## src/rtl/ecap5_dproc_pkg.sv

```systemverilog
// rtl/ecap5_dproc_pkg.sv - shared addresses and types for the instruction fetch path
package ecap5_dproc_pkg;

    localparam logic [31:0] BOOT_ADDRESS      = 32'h0000_0000;
    localparam logic [31:0] INTERRUPT_ADDRESS = 32'h0000_0800;

    typedef struct packed {
        logic [31:0] pc;
        logic [31:0] instr;
    } fetch_entry_t;

    typedef enum logic [1:0] {
        IDLE,
        ISSUE,
        STALLED
    } issue_state_t;

endpackage

```

## src/rtl/prefetch_fifo.sv

```systemverilog
// rtl/prefetch_fifo.sv - first-word-fall-through queue of fetched {pc, instr} entries
module prefetch_fifo
    import ecap5_dproc_pkg::*;
#(
    parameter int DEPTH = 4
) (
    input  logic                   clk_i,
    input  logic                   rst_ni,
    input  logic                   flush_i,
    input  logic                   push_i,
    input  fetch_entry_t           data_i,
    input  logic                   pop_i,
    output fetch_entry_t           data_o,
    output logic                   full_o,
    output logic                   empty_o,
    output logic [$clog2(DEPTH):0] count_o
);
    localparam int AW = $clog2(DEPTH);

    fetch_entry_t mem [DEPTH];
    logic [AW:0]  wr_q;
    logic [AW:0]  rd_q;
    logic         do_push;
    logic         do_pop;

    // The extra pointer bit tells full from empty when the indices coincide.
    assign count_o = wr_q - rd_q;
    assign empty_o = (wr_q == rd_q);
    assign full_o  = (wr_q[AW] != rd_q[AW]) && (wr_q[AW-1:0] == rd_q[AW-1:0]);
    assign do_pop  = pop_i && !empty_o;
    assign do_push = push_i && (!full_o || do_pop);
    assign data_o  = empty_o ? '0 : mem[rd_q[AW-1:0]];

    always_ff @(posedge clk_i) begin
        if (!rst_ni || flush_i) begin
            wr_q <= '0;
            rd_q <= '0;
        end else begin
            if (do_push) begin
                mem[wr_q[AW-1:0]] <= data_i;
                wr_q              <= wr_q + (AW + 1)'(1);
            end
            if (do_pop) begin
                rd_q <= rd_q + (AW + 1)'(1);
            end
        end
    end

endmodule

```

## src/rtl/prefetch_unit.sv

```systemverilog
// rtl/prefetch_unit.sv - pipelined Wishbone instruction prefetcher with flush on branch/irq
module prefetch_unit
    import ecap5_dproc_pkg::*;
#(
    parameter int DEPTH           = 4,
    parameter int MAX_OUTSTANDING = 2
) (
    input  logic        clk_i,
    input  logic        rst_ni,
    input  logic        irq_i,
    input  logic        branch_i,
    input  logic [31:0] branch_target_i,
    output logic [31:0] wb_adr_o,
    input  logic [31:0] wb_dat_i,
    output logic        wb_we_o,
    output logic [3:0]  wb_sel_o,
    output logic        wb_stb_o,
    input  logic        wb_ack_i,
    output logic        wb_cyc_o,
    input  logic        wb_stall_i,
    input  logic        output_ready_i,
    output logic        output_valid_o,
    output logic [31:0] instr_o,
    output logic [31:0] pc_o
);
    localparam int CW = $clog2(DEPTH) + 1;
    localparam int TW = (MAX_OUTSTANDING > 1) ? $clog2(MAX_OUTSTANDING) : 1;
    localparam logic [CW+1:0] DEPTH_C = (CW + 2)'(DEPTH);
    localparam logic [CW-1:0] MAX_C   = CW'(MAX_OUTSTANDING);

    issue_state_t  state_q;
    logic [31:0]   adr_q;
    logic [31:0]   fetch_pc_q;
    logic [CW-1:0] outstanding_q;
    logic [CW-1:0] discard_q;
    logic          cyc_q;
    logic [31:0]   trk_mem [MAX_OUTSTANDING];
    logic [TW-1:0] trk_wr_q;
    logic [TW-1:0] trk_rd_q;

    logic          stb;
    logic          accepted;
    logic          flush;
    logic          hold;
    logic          issue_nxt;
    logic          fifo_push;
    logic          fifo_pop;
    logic          fifo_full;
    logic          fifo_empty;
    logic [CW-1:0] fifo_count;
    logic [CW-1:0] outstanding_nxt;
    logic [CW-1:0] discard_nxt;
    logic [CW+1:0] credit_used;
    logic [31:0]   fetch_pc_nxt;
    fetch_entry_t  push_entry;
    fetch_entry_t  head;

    function automatic logic [TW-1:0] trk_inc(input logic [TW-1:0] p);
        return (p == TW'(MAX_OUTSTANDING - 1)) ? '0 : p + TW'(1);
    endfunction

    assign stb          = (state_q != IDLE);
    assign accepted     = stb && !wb_stall_i;
    assign flush        = irq_i || branch_i;
    assign hold         = stb && wb_stall_i && !flush;
    assign outstanding_nxt = outstanding_q + CW'(accepted) - CW'(wb_ack_i);

    // Every slot that a queued word, an in-flight read or the read being accepted
    // now could occupy is reserved, so an ack can never find the queue full.
    assign credit_used  = (CW + 2)'(fifo_count) + (CW + 2)'(outstanding_q) + (CW + 2)'(accepted);
    assign issue_nxt    = !flush && (!stb || accepted) && (credit_used < DEPTH_C)
                          && (outstanding_nxt < MAX_C);

    always_comb begin
        fetch_pc_nxt = fetch_pc_q;
        discard_nxt  = discard_q;
        if (flush) begin
            fetch_pc_nxt = irq_i ? INTERRUPT_ADDRESS : branch_target_i;
            discard_nxt  = outstanding_nxt;
        end else begin
            if (accepted) begin
                fetch_pc_nxt = fetch_pc_q + 32'd4;
            end
            if (wb_ack_i && (discard_q != '0)) begin
                discard_nxt = discard_q - CW'(1);
            end
        end
    end

    assign fifo_push        = wb_ack_i && (discard_q == '0) && !flush;
    assign fifo_pop         = !fifo_empty && output_ready_i && !flush;
    assign push_entry.pc    = trk_mem[trk_rd_q];
    assign push_entry.instr = wb_dat_i;

    prefetch_fifo #(
        .DEPTH (DEPTH)
    ) u_fifo (
        .clk_i   (clk_i),
        .rst_ni  (rst_ni),
        .flush_i (flush),
        .push_i  (fifo_push),
        .data_i  (push_entry),
        .pop_i   (fifo_pop),
        .data_o  (head),
        .full_o  (fifo_full),
        .empty_o (fifo_empty),
        .count_o (fifo_count)
    );

    always_ff @(posedge clk_i) begin
        if (!rst_ni) begin
            state_q       <= IDLE;
            adr_q         <= '0;
            fetch_pc_q    <= BOOT_ADDRESS;
            outstanding_q <= '0;
            discard_q     <= '0;
            cyc_q         <= 1'b0;
            trk_wr_q      <= '0;
            trk_rd_q      <= '0;
        end else begin
            fetch_pc_q    <= fetch_pc_nxt;
            outstanding_q <= outstanding_nxt;
            discard_q     <= discard_nxt;
            cyc_q         <= hold || issue_nxt || (outstanding_nxt != '0) || (discard_nxt != '0);
            case (state_q)
                IDLE: begin
                    if (issue_nxt) begin
                        state_q <= ISSUE;
                        adr_q   <= fetch_pc_nxt;
                    end
                end
                default: begin
                    if (hold) begin
                        state_q <= STALLED;
                    end else if (issue_nxt) begin
                        state_q <= ISSUE;
                        adr_q   <= fetch_pc_nxt;
                    end else begin
                        state_q <= IDLE;
                    end
                end
            endcase
            // Acks return in issue order, so the tracker is a plain ring that
            // discarded acks drain just like kept ones.
            if (accepted) begin
                trk_mem[trk_wr_q] <= adr_q;
                trk_wr_q          <= trk_inc(trk_wr_q);
            end
            if (wb_ack_i) begin
                trk_rd_q <= trk_inc(trk_rd_q);
            end
        end
    end

    assert property (@(posedge clk_i) disable iff (!rst_ni) !(fifo_push && fifo_full && !fifo_pop));

    assign wb_adr_o       = adr_q;
    assign wb_stb_o       = stb;
    assign wb_cyc_o       = cyc_q;
    assign wb_we_o        = 1'b0;
    assign wb_sel_o       = 4'hF;
    assign output_valid_o = !fifo_empty;
    assign instr_o        = head.instr;
    assign pc_o           = head.pc;

endmodule

```

## config.mk

```make
export PLATFORM = sky130hd
export DESIGN_NAME = prefetch_unit
export DESIGN_NICKNAME = d
export VERILOG_FILES = /design/src/rtl/ecap5_dproc_pkg.sv /design/src/rtl/prefetch_fifo.sv /design/src/rtl/prefetch_unit.sv
export SDC_FILE = /design/constraint.sdc
export NUM_CORES = 1
export LEC_CHECK = 0
export ABC_AREA = 1
export CAP_MARGIN = 25
export CORE_MARGIN = 8
export CORE_UTILIZATION = 40
export DETAILED_ROUTE_END_ITERATION = 7
export HOLD_SLACK_MARGIN = 0.1
export PLACE_DENSITY = 0.63
export SLEW_MARGIN = 20
export SYNTH_ARGS = -nofsm -noshare
export SYNTH_HDL_FRONTEND = slang
export SYNTH_SLANG_ARGS = --single-unit
```

## constraint.sdc

```tcl
create_clock -name clk_i -period 5.1 [get_ports clk_i]
set_clock_uncertainty 0.2 [all_clocks]
set_input_delay 1.02 -clock clk_i [delete_from_list [all_inputs] [get_ports clk_i]]
set_output_delay 1.02 -clock clk_i [all_outputs]
set_load 0.05 [all_outputs]
```

==> impl_metrics.py <==
metrics = {
    "logic_synthesis": {
        "ys_types": 43,
        "ys_top_cells_by_area": "edfxtp_1 58%, dfxtp_1 10%, nor2_1 8.2%, o21ai_0 4.4%, a21oi_1 3.1%",
        "postSynthCellCount": 1522,
        "synth_simple_gate_area_frac": 0.150,
        "synth_warnings": 0,
        "synth_edf_count": 320,
        "synthTopCellsByCount": "364 x nor2_1, 320 x edfxtp_1, 147 x o21ai_0",
        "synth_top_family_by_area": "simple AND/OR/NAND/NOR gates",
        "synthArstFlopShare": 0,
        "yosys.area.top_type_share": 0.576,
        "avgSynthCellArea_sq_um": 11.0,
        "ys_seq_area_frac": 0.677,
        "synth_compound_area_frac": 0.0868,
        "synthAdderAreaFrac": 0.0136,
        "ys.flop_type": "edfxtp_1",
        "synth_xor_area_frac": 0.00412,
        "synth-seq-cells": 404,
        "muxShareOfSynthArea": 0.0216,
        "syn-cell-area_sq_mm": 0.0167,
        "yosys.area.top_type": "edfxtp_1",
        "yosysMostFrequentCell": "nor2_1",
    },
    "run": {
        "max_cap_viol_count": 0,
    },
    "critical_path": {
        "end_kind": "output pin",
        "cp-start-kind": "flip-flop",
        "arrival_ps": 3150,
        "r2r_end": "wb_adr_o[6]",
        "reg2reg_from": "u_fifo.wr_q[0]",
        "worst-path-max-fanout": 23,
        "regToRegSetupSlack_ps": 1870,
        "setup.worst_path.class": "flip-flop to output pin",
        "ff2ff_path_depth": 14,
        "required_ps": 3880,
    },
    "power_and_ir_drop": {
        "p_per_area_mw_per_mm2": 357,
        "p_leak_uw": 0.00734,
        "irDropWorstVdd_mv": 0.199,
    },
    "clock_tree": {
        "ctsResizeCount": 0,
        "ctsHoldBuffers": 0,
        "cts_root_buffer": "clkbuf_16",
        "cts_tree": "built",
        "clock_latency_ps": 550,
        "htreeDepth": 2,
        "clkSlewWorstSetupHoldPaths_ps": 60,
        "clock_sinks": 404,
        "post_cts_buffers": 0,
        "clockBufferDepth": 3,
        "cts_inserted_buffers": 43,
    },
    "floorplanning": {
        "rows": 75,
        "die_area_sq_mm": 0.0485,
        "die_w_um": 220,
        "start_util": 0.401,
        "die_y_um": 220,
        "core_sq_mm": 0.0416,
        "ios": 175,
    },
    "min_path": {
        "min_path_type": "flip-flop to flip-flop",
        "min_delay_worst_endpoint": "trk_wr_q",
        "whs_path_depth": 2,
        "hp-start": "trk_wr_q",
    },
    "route": {
        "routed_wl_mm": 40.0,
        "drt_pass1_iterations": 5,
        "vias": 11400,
        "ant_nets": 0,
        "drtIter0Drc": 708,
        "routed_via_density": 5.04,
        "drcViolationCount": 0,
        "wl_per_cell_um": 17.7,
    },
    "sta": {
        "tightest_slew_ps": 938,
        "relSlewSlack": 0.375,
        "post-route-min-period_ps": 4370,
        "clock.fmax_ghz": 0.229,
        "setup-tns-final_ps": 0,
        "hold_viol": 0,
        "rsz0062_at_grt": "no",
        "setup_ws_ps": 729,
        "fin_crit_sh": 0.857,
        "maxSlewViolCount": 0,
        "setup_viol": 0,
    },
    "global_routing": {
        "gr-total-overflow": 0,
        "antenna_found_initial": 0,
        "grt_pass1_vias": 11100,
        "grt_max_degree": 109,
        "grtUsageTotal": 0.163,
        "grt_pass1_wl_mm": 61.8,
    },
    "finish": {
        "final_layout_size_suffix_gt1_frac": 0.0914,
        "layout-area-overhead-vs-synth_pct": 22.1,
        "fillers": 3727,
        "final_util": 0.490,
        "multi_input_area_sq_mm": 0.00467,
        "stdcell_area_sq_mm": 0.0204,
        "regArea_sq_mm": 0.0113,
        "fin_nets": 1773,
        "fin_cells": 2257,
        "n_antenna_cell": 0,
    },
    "outcome": {
        "outcome": "completed",
    },
    "placement": {
        "place_ws_ps": 822,
        "dp_hpwl_mm": 25.0,
        "place_inst": 2179,
        "placed_cell_area_sq_mm": 0.0190,
        "gp_congestion": 0.872,
        "portBuffers": 169,
    },
}
[state kept, by name, indices dropped and copies added (netlist names), named ones only]
name and flops:
trk_mem 64, wb_cyc_o 1, fetch_pc_q 32, state_q 2
u_fifo.mem 256, u_fifo.wr_q 3, discard_q 3, outstanding_q 3
wb_adr_o 32, trk_rd_q 1, trk_wr_q 1, u_fifo.rd_q 3
[through the flow]
stage | hold slack (ps) | power, uW
floorplan | 244 | 4130
global placement | 254 | 4340
detailed placement | 262 | 4350
CTS | 271 | 7360
global route | 311 | 7540
finish | 273 | 7270
[routing by layer]
layer,global-route usage,part of all wire
met1,0.219,0.46
met2,0.262,0.46
met3,0.0390,0.064
met4,0.0457,0.021
met5,0,0
[cells in the final DEF (no fill, tap or decap), drive strengths merged, types with 2 or more instances in the layout]
cell type and n:
buf 23, o21bai 5, inv 107, o21ai 154
clkbuf 57, nor3 7, nand4 13, a21oi 104
xnor2 3, clkinvlp 2, a211oi 2, nor2 373
mux2 32, dfxtp 84, conb 5, ha 15
fa 2, a22o 2, bufinv 2, clkinv 17
xor2 4, a31oi 2, edfxtp 320, nand2 133
nand3 71, clkdlybuf4s50 169, o211a 3
[cell type report]
cell class	instances	area share
Inverter	107	0.0198
Multi-Input combinational cell	937	0.229
Clock buffer	57	0.0592
Tap cell	539	0.0331
Sequential cell	404	0.555
Clock inverter	21	0.00756
Timing Repair Buffer	192	0.0964
[worst max-delay path, stage by stage, from the launching register on]
cell	delay (ps)
dfxtp_1	380
inv_1	110
ha_1	330
nand2_1	100
nor2_4	380
buf_4	420
a21oi_1	80
clkdlybuf4s50_1	780
[report_power, final]
group	leakage, uW	internal [uW]	switching, uW
combinational	0.00300	212	367
sequential	0.00366	3630	76.0
clock	0.000677	1760	1230
total	0.00734	5600	1680
[cells by family after synthesis]
logic type	count (synthesis)
AO/OA/AOI/OAI	276
XOR/XNOR	7
adder cells (fa/ha/maj)	17
buffers and inverters	184
flip-flops	404
multiplexers	32
other	2
AND/OR/NAND/NOR	600
[worst max path at each step]
stage | start | end
after floorplan | branch_i | u_fifo.mem[0][0]
after global placement | wb_stall_i | wb_adr_o[11]
after detailed placement | wb_stall_i | wb_adr_o[11]
after CTS | u_fifo.wr_q[0] | pc_o[11]
after global routing | u_fifo.wr_q[0] | pc_o[11]
final | u_fifo.wr_q[0] | pc_o[11]
No activity file was read; power rests on OpenSTA's default activity.
